### src/rtl/prog_counter.sv
// Run-controlled event counter with prescaler: programmable terminal value,
// up/down, wrap/saturate/one-shot, registered tick/tc strobes.
module prog_counter #(
  parameter int WIDTH = 16,
  parameter int PRE_W = 32
) (
  input  logic             clk,
  input  logic             rst,
  input  logic             start,
  input  logic             stop,
  input  logic             clear,
  input  logic             load,
  input  logic [WIDTH-1:0] load_value,
  input  logic             dir,
  input  logic [1:0]       mode,
  input  logic [WIDTH-1:0] max_count,
  input  logic [PRE_W-1:0] delay,
  output logic [WIDTH-1:0] count,
  output logic             tick,
  output logic             tc,
  output logic             busy,
  output logic             done
);

  // state | meaning
  // IDLE  | stopped, count held
  // RUN   | prescaler running, steps taken
  // DONE  | one-shot reached its terminal value
  // ILL   | unreachable encoding, recovers to IDLE
  typedef enum logic [1:0] {
    S_IDLE = 2'b00,
    S_RUN  = 2'b01,
    S_DONE = 2'b10,
    S_ILL  = 2'b11
  } state_t;

  state_t           state_q, state_d;
  logic [WIDTH-1:0] count_q, count_d;
  logic [PRE_W-1:0] pre_q, pre_d;
  logic             tick_q, tick_d;
  logic             tc_q, tc_d;

  logic [WIDTH-1:0] step_cnt;
  logic             step_term;
  logic             step_end;

  // Value a step would produce; max_count may have been lowered below count.
  always_comb begin
    step_cnt  = count_q;
    step_term = 1'b0;
    step_end  = 1'b0;
    if (!dir) begin
      if (count_q < max_count) begin
        step_cnt = count_q + WIDTH'(1);
      end else begin
        step_term = 1'b1;
        case (mode)
          2'b01:   step_cnt = max_count;
          2'b10: begin
            step_cnt = max_count;
            step_end = 1'b1;
          end
          default: step_cnt = '0;
        endcase
      end
    end else begin
      if (count_q > max_count) begin
        step_cnt = max_count;
      end else if (count_q != '0) begin
        step_cnt = count_q - WIDTH'(1);
      end else begin
        step_term = 1'b1;
        case (mode)
          2'b01:   step_cnt = '0;
          2'b10: begin
            step_cnt = '0;
            step_end = 1'b1;
          end
          default: step_cnt = max_count;
        endcase
      end
    end
  end

  always_comb begin
    state_d = state_q;
    count_d = count_q;
    pre_d   = pre_q;
    tick_d  = 1'b0;
    tc_d    = 1'b0;
    if (clear) begin
      count_d = '0;
      pre_d   = '0;
      state_d = S_IDLE;
    end else if (load) begin
      count_d = (load_value > max_count) ? max_count : load_value;
      pre_d   = '0;
      if (state_q == S_DONE) state_d = S_IDLE;
    end else if (stop) begin
      if (state_q == S_RUN) state_d = S_IDLE;
    end else if (start && state_q != S_RUN) begin
      if (state_q == S_DONE) count_d = dir ? max_count : '0;
      pre_d   = '0;
      state_d = S_RUN;
    end else if (state_q == S_RUN) begin
      // >= rather than == so a mid-run drop of delay cannot stall the prescaler
      if (pre_q >= delay) begin
        pre_d   = '0;
        count_d = step_cnt;
        tick_d  = 1'b1;
        tc_d    = step_term;
        if (step_end) state_d = S_DONE;
      end else begin
        pre_d = pre_q + PRE_W'(1);
      end
    end
    if (state_q == S_ILL) state_d = S_IDLE;
  end

  always_ff @(posedge clk or negedge rst) begin
    if (!rst) begin
      state_q <= S_IDLE;
      count_q <= '0;
      pre_q   <= '0;
      tick_q  <= 1'b0;
      tc_q    <= 1'b0;
    end else begin
      state_q <= state_d;
      count_q <= count_d;
      pre_q   <= pre_d;
      tick_q  <= tick_d;
      tc_q    <= tc_d;
    end
  end

  assign count = count_q;
  assign tick  = tick_q;
  assign tc    = tc_q;
  assign busy  = (state_q == S_RUN);
  assign done  = (state_q == S_DONE);

endmodule

### config.mk
export PLATFORM = sky130hd
export DESIGN_NAME = prog_counter
export DESIGN_NICKNAME = d
export VERILOG_FILES = /design/src/rtl/prog_counter.sv
export SDC_FILE = /design/constraint.sdc
export NUM_CORES = 1
export LEC_CHECK = 0
export CORE_MARGIN = 2
export CORE_UTILIZATION = 40
export DETAILED_ROUTE_END_ITERATION = 7
export PLACE_DENSITY = 0.64
export SYNTH_ARGS = -nofsm -noshare
export SYNTH_HDL_FRONTEND = slang
export SYNTH_SLANG_ARGS = --single-unit
export TNS_END_PERCENT = 10
### constraint.sdc
create_clock -name clk -period 4.69 [get_ports clk]
set_clock_uncertainty 0.2 [all_clocks]
set_input_delay 0.7035 -clock clk [delete_from_list [all_inputs] [get_ports clk]]
set_output_delay 0.7035 -clock clk [all_outputs]
set_load 0.03 [all_outputs]
==> metrics <==
status finished, final reports clean; Yosys reg bits 52; P&R area growth vs syn 25.09%; WP data required 4.68 ns; DR iter-0 viols 302; clk_lat worst skew 0.30 ns; grt ovf 0; clk sinks 52; post-synthesis sequential area ratio 24.69%; RSZ-0062 raised after global routing false; global-route wire length before repair 25850 microns; Max Clk Rate 252.0 MHz; Post-CTS Resized 0; worst reg-to-reg path cell count 9; share of layout cells above drive strength 1 6.164%; Post-route DRC 0; Arr. time, crit path 3.96 ns; max incr delay on CP 0.67 ns; fin crit share 84.60%; Final min period 3.968 ns; Final Hold Fails 0; Crit Path Class in2reg; I/O Pins 93; syn_nets 780; CP Cell Sequence clkdlybuf4s50_1 > inv_1 > ha_1 > nand4_1 > or4_1 > nor4_1 > a2111o_1 > a211oi_4 > o221ai_4 > o21ai_0 > o32a_1; TritonRoute pass-1 iters 5; Diodes inserted 0; final wirelength 15740 microns; Reg2Reg Setup Slack 1.18 ns; worst path bufs/invs 2; core area 0.01272 sq mm; total CTS buffers 5; EDFF count, synth 0; Slew @ Worst Pin 0.8829 ns; Yosys top cell area share 24.69%; reg2reg end count[11]$_DFFE_PN0P_; slowest stage cell, crit path o221ai_4; post-route setup TNS 0 ns; largest net degree at the start of global routing 33; Final Slew Violations 0; Max-slew headroom 40.92%; clock slew at the register clock pins of the worst setup and hold paths 0.08 ns; CP Capture Type register; FP Rows 41; Final setup viols 0; final instance area 0.006594 sq mm; peak supply drop 0.1257 mV; Synth Warn # 0; maxcap violations 0; Hold WC Path Type in2async; vias 5197; Die Span Y 118.8 microns; Routed WL per cell 17.45 microns; area leader, netlist dfrtp_1; Filler cells 1262; PortBufs 92; Via density 5.762; initial antenna violation count 0; Worst R2R Start pre_q[14]$_DFFE_PN0P_; total power 1.507 mW; cell family with most CP delay compound AO/OA/AOI/OAI gates; Distinct cells, synth 64; Final Non-Filler Cells 902; H-tree Lvls 2; # hold bufs at CTS 0; die area 0.01411 sq mm; GRT Resource Usage Total 22.52%; Mapped Cells 638; most area-consuming cells after synthesis dfrtp_1 25%, ha_1 16%, xor2_1 5.0%, nor2_1 4.6%, inv_1 4.1%; Initial Util 41.43%; ys flop type dfrtp_1; mapped cell area 0.005271 sq mm; Leak 2.946 nW; Area after DPL 0.006416 sq mm; Post-Syn Area per Cell 8.262 sq um; die width 118.8 microns; Post-synth ARST share 100.0%; DRT antenna net count 0; Detail Placement HPWL 12240 microns; Power Dens Cells 228.6 mW/mm^2; Max FO, Critical Path 28; nets 871; Placed Cells 894; CTS tree done; clk root buf clkbuf_16; vias in the first global route 5181; Bufs on Longest Clock Path 2; global placement routability congestion 0.9340; CP startpoint kind primary input; postcts setup bufs 0
[kinds of logic (layout without fill, tap and decap cells)]
family | after synthesis | in the layout | synth area share, %
AO/OA/AOI/OAI | 137 | 137 | 19.16
XOR/XNOR | 47 | 47 | 7.809
adder cells (fa/ha/maj) | 69 | 69 | 16.38
buffers and inverters | 80 | 172 | 5.982
flip-flops | 52 | 52 | 24.69
multiplexers | 12 | 12 | 2.374
AND/OR/NAND/NOR | 241 | 241 | 23.62
[worst max-delay path by stage]
stage	from	to	slack (ns)	cells past startpoint
after CTS	delay[14]	count[11]$_DFFE_PN0P_	0.72	11
after global placement	max_count[11]	count[5]$_DFFE_PN0P_	0.53	12
after floorplan	max_count[14]	count[11]$_DFFE_PN0P_	1.51	9
after detailed placement	delay[14]	count[11]$_DFFE_PN0P_	0.43	11
final	delay[14]	count[11]$_DFFE_PN0P_	0.72	11
after global routing	delay[14]	count[11]$_DFFE_PN0P_	0.46	11
[worst reg2reg max path, cell delays in order, from the launching register on]
cell and delay [ns]:
dfrtp_1 0.43, ha_1 0.36, nand4_1 0.09, or4_1 0.54
nor4_1 0.24, a2111o_1 0.23, a211oi_4 0.13, o221ai_4 0.67
o21ai_0 0.20, o32a_1 0.32
[cell usage after synthesis (3+ instances only)]
cell / n
o221ai_1: 7
a211oi_1: 8
dfrtp_1: 52
mux2_2: 4
nor2b_1: 8
nor2_1: 64
nor3_1: 14
nor4_1: 9
o22ai_1: 4
nand2_1: 52
o2111ai_1: 3
a31oi_1: 12
xor2_1: 30
and3_1: 12
or4_1: 4
or3_1: 8
xnor2_1: 17
or2_2: 5
clkbuf_1: 13
nand2b_1: 7
o211ai_1: 4
o22a_1: 4
nand3_1: 20
buf_2: 6
and2_1: 3
o21a_1: 4
mux2i_1: 8
a2bb2oi_1: 3
nand4_1: 19
a22o_1: 7
a21o_1: 4
and4_1: 8
a21oi_1: 31
o21ai_0: 20
inv_1: 58
o32a_1: 3
ha_1: 69
[registers in the layout, summed over array words and instances (netlist names)]
| signal | cells |
|---|---|
| pre_q | 32 |
| tick | 1 |
| tc | 1 |
| count | 16 |
| state_q | 2 |
[metrics by stage]
stage	hold slack (ns)	util, %	setup WS, ns
after floorplan	0.2079	-	1.506
after global placement	0.3502	50.43	0.5282
after detailed placement	0.3662	50.43	0.4308
after CTS	0.1945	51.83	0.7237
after global routing	0.2159	51.83	0.4626
final	0.1795	51.83	0.7224
[routing by layer]
metal | track usage (%) | share of wire, %
met5 | 0 | 0
met4 | 7.217 | 2.3
met3 | 3.185 | 4.9
met2 | 37.97 | 46
met1 | 29.61 | 46
[placed cells by master (no fill, tap or decap), drive strengths merged, types with 9 or more instances in the layout]
cell type,Yosys,layout
clkdlybuf4s50,0,91
ha,69,69
nor2,64,64
inv,58,58
nand2,52,52
dfrtp,52,52
a21oi,31,31
xor2,30,30
o21ai,21,21
nand3,20,20
nand4,19,19
xnor2,17,17
buf,9,15
nor3,14,14
and3,12,12
a31oi,12,12
nor4,12,12
a211oi,9,9
[cell type report]
cell class,instances,area (sq um),share of cell area (%)
multi-input cells,506,3661,55.52
flip-flops and latches,52,1301,19.73
repair buffers,106,1021,15.48
inverters,58,217.7,3.302
well taps,172,215.2,3.264
clock buffers,6,138.9,2.106
clock inverters,2,38.79,0.5882
[power breakdown]
part           leakage (nW)  switching, mW  internal [mW]  total, mW
Sequential            0.710         0.0521          0.466      0.518
Clock                0.0871          0.176          0.268      0.444
Combinational          2.15          0.302          0.243      0.545
Note: power is estimated with default switching activity, not from simulation.
